===== src/rtl/word_pipe_latch_pkg.sv =====
// Shared definitions for the elastic word pipe: per-stage occupancy states
// and the width of the chain-wide occupancy count.
package word_pipe_latch_pkg;

   // Encoding doubles as the stage occupancy (0, 1 or 2 words).
   typedef enum logic [1:0] {
      STG_EMPTY = 2'd0,
      STG_ONE   = 2'd1,
      STG_FULL  = 2'd2
   } stg_state_e;

   function automatic int occ_width(input int depth);
      return $clog2(2 * depth + 1);
   endfunction

endpackage


===== src/rtl/word_pipe_latch_skid.sv =====
// One 2-entry skid stage: main register drives the output, skid register
// absorbs the word that arrives while downstream stalls.
module word_skid_stage
   import word_pipe_latch_pkg::*;
#(
   parameter int               WIDTH       = 32,
   parameter logic [WIDTH-1:0] RESET_VALUE = '0
) (
   input  logic             clk,
   input  logic             reset,
   input  logic             flush,
   input  logic [WIDTH-1:0] in_word,
   input  logic             in_valid,
   output logic             in_ready,
   output logic [WIDTH-1:0] out_word,
   output logic             out_valid,
   input  logic             out_ready,
   output logic [1:0]       occ
);

   stg_state_e       r_state;
   stg_state_e       w_state_nxt;
   logic [WIDTH-1:0] r_main;
   logic [WIDTH-1:0] r_skid;
   logic             w_ifire;
   logic             w_ofire;
   logic             w_main_from_in;
   logic             w_main_from_skid;
   logic             w_skid_from_in;

   // Ready and valid depend only on registered state (plus reset), so no
   // combinational path runs through the chain.
   assign in_ready  = (r_state != STG_FULL) && !reset;
   assign out_valid = (r_state != STG_EMPTY);
   assign out_word  = r_main;
   assign occ       = r_state;

   assign w_ifire = in_valid && in_ready;
   assign w_ofire = out_valid && out_ready;

   always_comb begin
      w_state_nxt      = r_state;
      w_main_from_in   = 1'b0;
      w_main_from_skid = 1'b0;
      w_skid_from_in   = 1'b0;
      case (r_state)
         STG_EMPTY: begin
            if (w_ifire) begin
               w_state_nxt    = STG_ONE;
               w_main_from_in = 1'b1;
            end
         end
         STG_ONE: begin
            if (w_ifire && w_ofire) begin
               w_main_from_in = 1'b1;
            end else if (w_ifire) begin
               w_state_nxt    = STG_FULL;
               w_skid_from_in = 1'b1;
            end else if (w_ofire) begin
               w_state_nxt = STG_EMPTY;
            end
         end
         STG_FULL: begin
            if (w_ofire) begin
               w_state_nxt      = STG_ONE;
               w_main_from_skid = 1'b1;
            end
         end
         default: w_state_nxt = STG_EMPTY;
      endcase
   end

   always_ff @(posedge clk) begin
      if (reset || flush) r_state <= STG_EMPTY;
      else                r_state <= w_state_nxt;
   end

   // Flush only empties the stage; the data registers keep their contents.
   always_ff @(posedge clk) begin
      if (reset) begin
         r_main <= RESET_VALUE;
         r_skid <= RESET_VALUE;
      end else if (!flush) begin
         if (w_main_from_in)        r_main <= in_word;
         else if (w_main_from_skid) r_main <= r_skid;
         if (w_skid_from_in)        r_skid <= in_word;
      end
   end

endmodule


===== src/rtl/word_pipe_latch.sv =====
// Elastic word latch: DEPTH chained skid stages with valid/ready flow
// control, synchronous flush and a total-occupancy count.
module word_pipe_latch
   import word_pipe_latch_pkg::*;
#(
   parameter int               WIDTH       = 32,
   parameter int               DEPTH       = 1,
   parameter logic [WIDTH-1:0] RESET_VALUE = '0
) (
   input  logic                            clk,
   input  logic                            reset,
   input  logic                            flush,
   input  logic [WIDTH-1:0]                in_word,
   input  logic                            in_valid,
   output logic                            in_ready,
   output logic [WIDTH-1:0]                out_word,
   output logic                            out_valid,
   input  logic                            out_ready,
   output logic [occ_width(DEPTH)-1:0]     count
);

   localparam int CW = occ_width(DEPTH);

   logic [DEPTH:0][WIDTH-1:0] w_word;
   logic [DEPTH:0]            w_valid;
   logic [DEPTH:0]            w_ready;
   logic [DEPTH-1:0][1:0]     w_occ;
   logic [CW-1:0]             w_sum;

   assign w_word[0]      = in_word;
   assign w_valid[0]     = in_valid;
   assign in_ready       = w_ready[0];
   assign out_word       = w_word[DEPTH];
   assign out_valid      = w_valid[DEPTH];
   assign w_ready[DEPTH] = out_ready;

   for (genvar k = 0; k < DEPTH; k++) begin : g_stg
      word_skid_stage #(
         .WIDTH       (WIDTH),
         .RESET_VALUE (RESET_VALUE)
      ) u_stg (
         .clk       (clk),
         .reset     (reset),
         .flush     (flush),
         .in_word   (w_word[k]),
         .in_valid  (w_valid[k]),
         .in_ready  (w_ready[k]),
         .out_word  (w_word[k+1]),
         .out_valid (w_valid[k+1]),
         .out_ready (w_ready[k+1]),
         .occ       (w_occ[k])
      );
   end

   always_comb begin
      w_sum = '0;
      for (int k = 0; k < DEPTH; k++) w_sum = w_sum + CW'(w_occ[k]);
   end

   assign count = w_sum;

endmodule

===== config.mk =====
export PLATFORM = sky130hd
export DESIGN_NAME = word_pipe_latch
export DESIGN_NICKNAME = d
export VERILOG_FILES = /design/src/rtl/word_pipe_latch_pkg.sv /design/src/rtl/word_pipe_latch_skid.sv /design/src/rtl/word_pipe_latch.sv
export SDC_FILE = /design/constraint.sdc
export NUM_CORES = 1
export LEC_CHECK = 0
export ABC_AREA = 1
export CAP_MARGIN = 20
export CORE_UTILIZATION = 49
export DETAILED_ROUTE_END_ITERATION = 12
export PLACE_DENSITY = 0.83
export SYNTH_ARGS = -nofsm -noshare
export SYNTH_HDL_FRONTEND = slang
export SYNTH_SLANG_ARGS = --single-unit

===== constraint.sdc =====
create_clock -name clk -period 1.6 [get_ports clk]
set_input_delay 0.24 -clock clk [delete_from_list [all_inputs] [get_ports clk]]
set_output_delay 0.24 -clock clk [all_outputs]
set_load 0.005 [all_outputs]

==> run summary <==
Outcome -> complete, no violations
Crit path DAT -> 1.22 ns
Die Y -> 80.85 microns
Worst-path clk slew -> 0.06 ns
Final hold viol count -> 0
Unrepaired setup endpoints after global routing -> no
Slowest-stage cell, CP -> dfxtp_4
Worst Path Required -> 1.36 ns
CTS Sinks -> 66
Clock power share -> 35.3%
Synth Area in Compound Gates -> 11.46%
R2R Setup Slk -> 0.18 ns
Final setup vio count -> 0
Crit path depth -> 5
Power per cell area -> 829.0 mW/mm^2
Int Power -> 2559 uW
Starting density of the core -> 51.16%
Post-synthesis average cell area -> 6.455 sq um
VDD IR max -> 495.1 uV
Reg-to-Reg Start -> g_stg[0].u_stg.occ[0]$_SDFFE_PP0P_
CTS buffer count -> 9
CTS tree -> done
F_max -> 684.4 MHz
Vias in the first global route -> 2794
R2r worst-path depth -> 8
Total congestion overflow -> 0
Cells after DPL -> 609
Adder-Cell Fraction of Synth Area -> 0%
Reg2reg end -> g_stg[0].u_stg.r_skid[9]$_SDFFE_PP0P_
Drt drc -> 0
Net Switching -> 804.4 uW
Synth Area in XOR/XNOR -> 0%
DIE WIDTH -> 80.85 microns
Class of the most critical setup path -> reg -> out
Die ar. -> 0.006537 sq mm
Vias per inst -> 4.788
Max incr delay on CP -> 0.37 ns
RD Place Congestion -> 0.7959
Non-Filler Instances -> 622
HP Class -> reg -> reg
Post-synthesis mux area share -> 0%
Pleak -> 0.001936 uW
PortBufs -> 72
Worst Tran Pin Value -> 0.1921 ns
CP Cell Sequence -> inv_2 -> nand2_2 -> inv_1 -> nor2_1 -> dlygate4sd2_1
Fraction of the mapped netlist area in simple logic gates -> 34.78%
Clk_skew -> 0.006432 ns
Syn-to-layout area delta -> 33.18%
Synth Register Bits -> 66
Syn. warnings -> 0
Clock Tree Buf Depth -> 2
Pre-Repair DR Iteration Count -> 4
Layout cell share with drive strength beyond 1 -> 7.861%
Sw frac -> 23.92%
DR WL/cell -> 11.46 microns
Synth unique cells -> 20
Reg power frac -> 50.9%
Cell Rows -> 28
IO Pins -> 73
Clk Latency, worst-skew pair -> 0.33 ns
Via Count -> 2978
Max-Cap Viols -> 0
Diode count -> 0
Relative slew slack -> 87.06%
ANT nets after route -> 0
Drt initial violations -> 149
CP startpoint kind -> flop
First-pass GRT wire length -> 11880 microns
Max Slew Vio Count -> 0
Sequential-to-total area share from yosys stat -> 43.37%
CTS H-tree lvls -> 3
Buffer and inverter count on the worst path -> 3
Root Buffer -> clkbuf_8
Fin crit share -> 91.32%
DPL Wire Length -> 4834 microns
Critical path startpoint -> g_stg[0].u_stg.occ[0]$_SDFFE_PP0P_
Critical Path Sink Type -> primary output
CP endpoint -> in_ready
Kind of cell adding the most delay to the critical path -> flip-flops
DRT Wirelength -> 7126 microns
CP max FO -> 5
Post-CTS Setup Bufs -> 0
Post-route minimum period -> 1.461 ns
Initial antenna violation count -> 0
Fin Setup TNS -> 0 ns
GRT Util Overall -> 23.52%
Gate power share -> 13.8%
Largest family of logic cells by synthesized area -> simple AND/OR/NAND/NOR gates
Core Region -> 0.005956 sq mm
Hold WS -> 0.4779 ns
Mapped Cells -> 472
Largest net degree at the start of global routing -> 51
Post-Syn Area -> 0.003047 sq mm
Syn Nets -> 509
Final net count -> 582
## cell usage after synthesis (all sizes together)
master	count	share of area, %
o21bai	1	0.62
nor2	133	17
nand2	135	17
a21oi	2	0.33
dfxtp	66	43
nand3	2	0.74
inv	40	4.9
clkbuf	16	2.0
buf	12	3.4
o21ai	64	11
nand4	1	0.21
## per-stage QoR
stage	area, sq um	util, %	worst slack (ns)	power, uW
5_1_grt	4058	68.13	0.007819	3521
4_1_cts	4055	68.09	0.01198	3397
2_1_floorplan	3047	-	0.2685	1967
3_5_place_dp	3892	65.36	-0.1055	2214
6_report	4058	68.13	0.1389	3364
3_3_place_gp	3892	65.36	-0.08499	2205
## flip-flops by register name, indices dropped and copies added, names as in the netlist
| signal | flops |
|---|---|
| g_stg.u_stg.r_skid | 32 |
| g_stg.u_stg.occ | 2 |
| g_stg.u_stg.out_word | 32 |
## power by group through the flow
stage	logic [uW]	clock network [uW]	registers [uW]
after floorplan	215	0	1750
after global placement	457	0	1750
after detailed placement	465	0	1750
after CTS	468	1220	1710
after global routing	520	1280	1720
final	464	1190	1710
## cell usage in the layout, fill, tap and decap left out
cell,instances
clkbuf_1,2
inv_2,4
dlymetal6s2s_1,1
dlygate4sd2_1,1
nor2_4,1
nand2_4,1
clkbuf_8,11
dfxtp_1,64
clkdlybuf4s50_1,70
dfxtp_4,1
buf_4,13
buf_12,5
nor2_2,1
a21oi_1,2
o21bai_4,1
inv_1,36
nor2_1,131
dfxtp_2,1
nand2_1,131
nand2_2,3
nand3_1,1
nand3_4,1
o21ai_0,64
nand4_1,1
## logic make-up after synthesis
family / after synthesis
and+or+nand+nor: 271
buffers and inverters: 68
AOI/OAI and AO/OA: 67
DFF: 66
## routing by layer
metal	vias to the layer above	share of wire, %	track usage, %
met5	-	0	0
met4	0	1.5	10.71
met3	10	5.7	5.281
met2	85	50	41.60
met1	1312	43	26.79
li1	1571	-	-
## tightest hold or removal path: cells and delay by family, from the launching register on
family,cells,cell delay (ns)
and+or+nand+nor,2,0.12
DFF,1,0.32
## worst min path at each step
stage                                      startpoint                                      to  slack, ns  depth (start not counted)
4_1_cts        g_stg[0].u_stg.r_skid[12]$_SDFFE_PP0P_  g_stg[0].u_stg.r_skid[12]$_SDFFE_PP0P_       0.48                          2
2_1_floorplan                              in_word[0]   g_stg[0].u_stg.r_skid[0]$_SDFFE_PP0P_       0.40                          2
6_report       g_stg[0].u_stg.r_skid[22]$_SDFFE_PP0P_  g_stg[0].u_stg.r_skid[22]$_SDFFE_PP0P_       0.48                          2
3_3_place_gp   g_stg[0].u_stg.r_skid[15]$_SDFFE_PP0P_  g_stg[0].u_stg.r_skid[15]$_SDFFE_PP0P_       0.45                          2
3_5_place_dp   g_stg[0].u_stg.r_skid[12]$_SDFFE_PP0P_  g_stg[0].u_stg.r_skid[12]$_SDFFE_PP0P_       0.47                          2
5_1_grt         g_stg[0].u_stg.r_skid[4]$_SDFFE_PP0P_   g_stg[0].u_stg.r_skid[4]$_SDFFE_PP0P_       0.51                          2
## cell type report
| type | instances | area [sq um] |
|---|---|---|
| Fill cell | 524 | 1898 |
| Multi-Input combinational cell | 338 | 1409 |
| Sequential cell | 66 | 1326 |
| Timing Repair Buffer | 90 | 919.6 |
| Clock buffer | 13 | 158.9 |
| Inverter | 40 | 150.1 |
| Tap cell | 75 | 93.84 |
## what timing repair did
item                                    in CTS  in global routing
endpoints found under the setup margin       2                  1
endpoints found under the hold margin        0                  0
hold buffers                                 0                  0
gates resized for setup                      4                  1
Note: power is estimated with default switching activity, not from simulation.
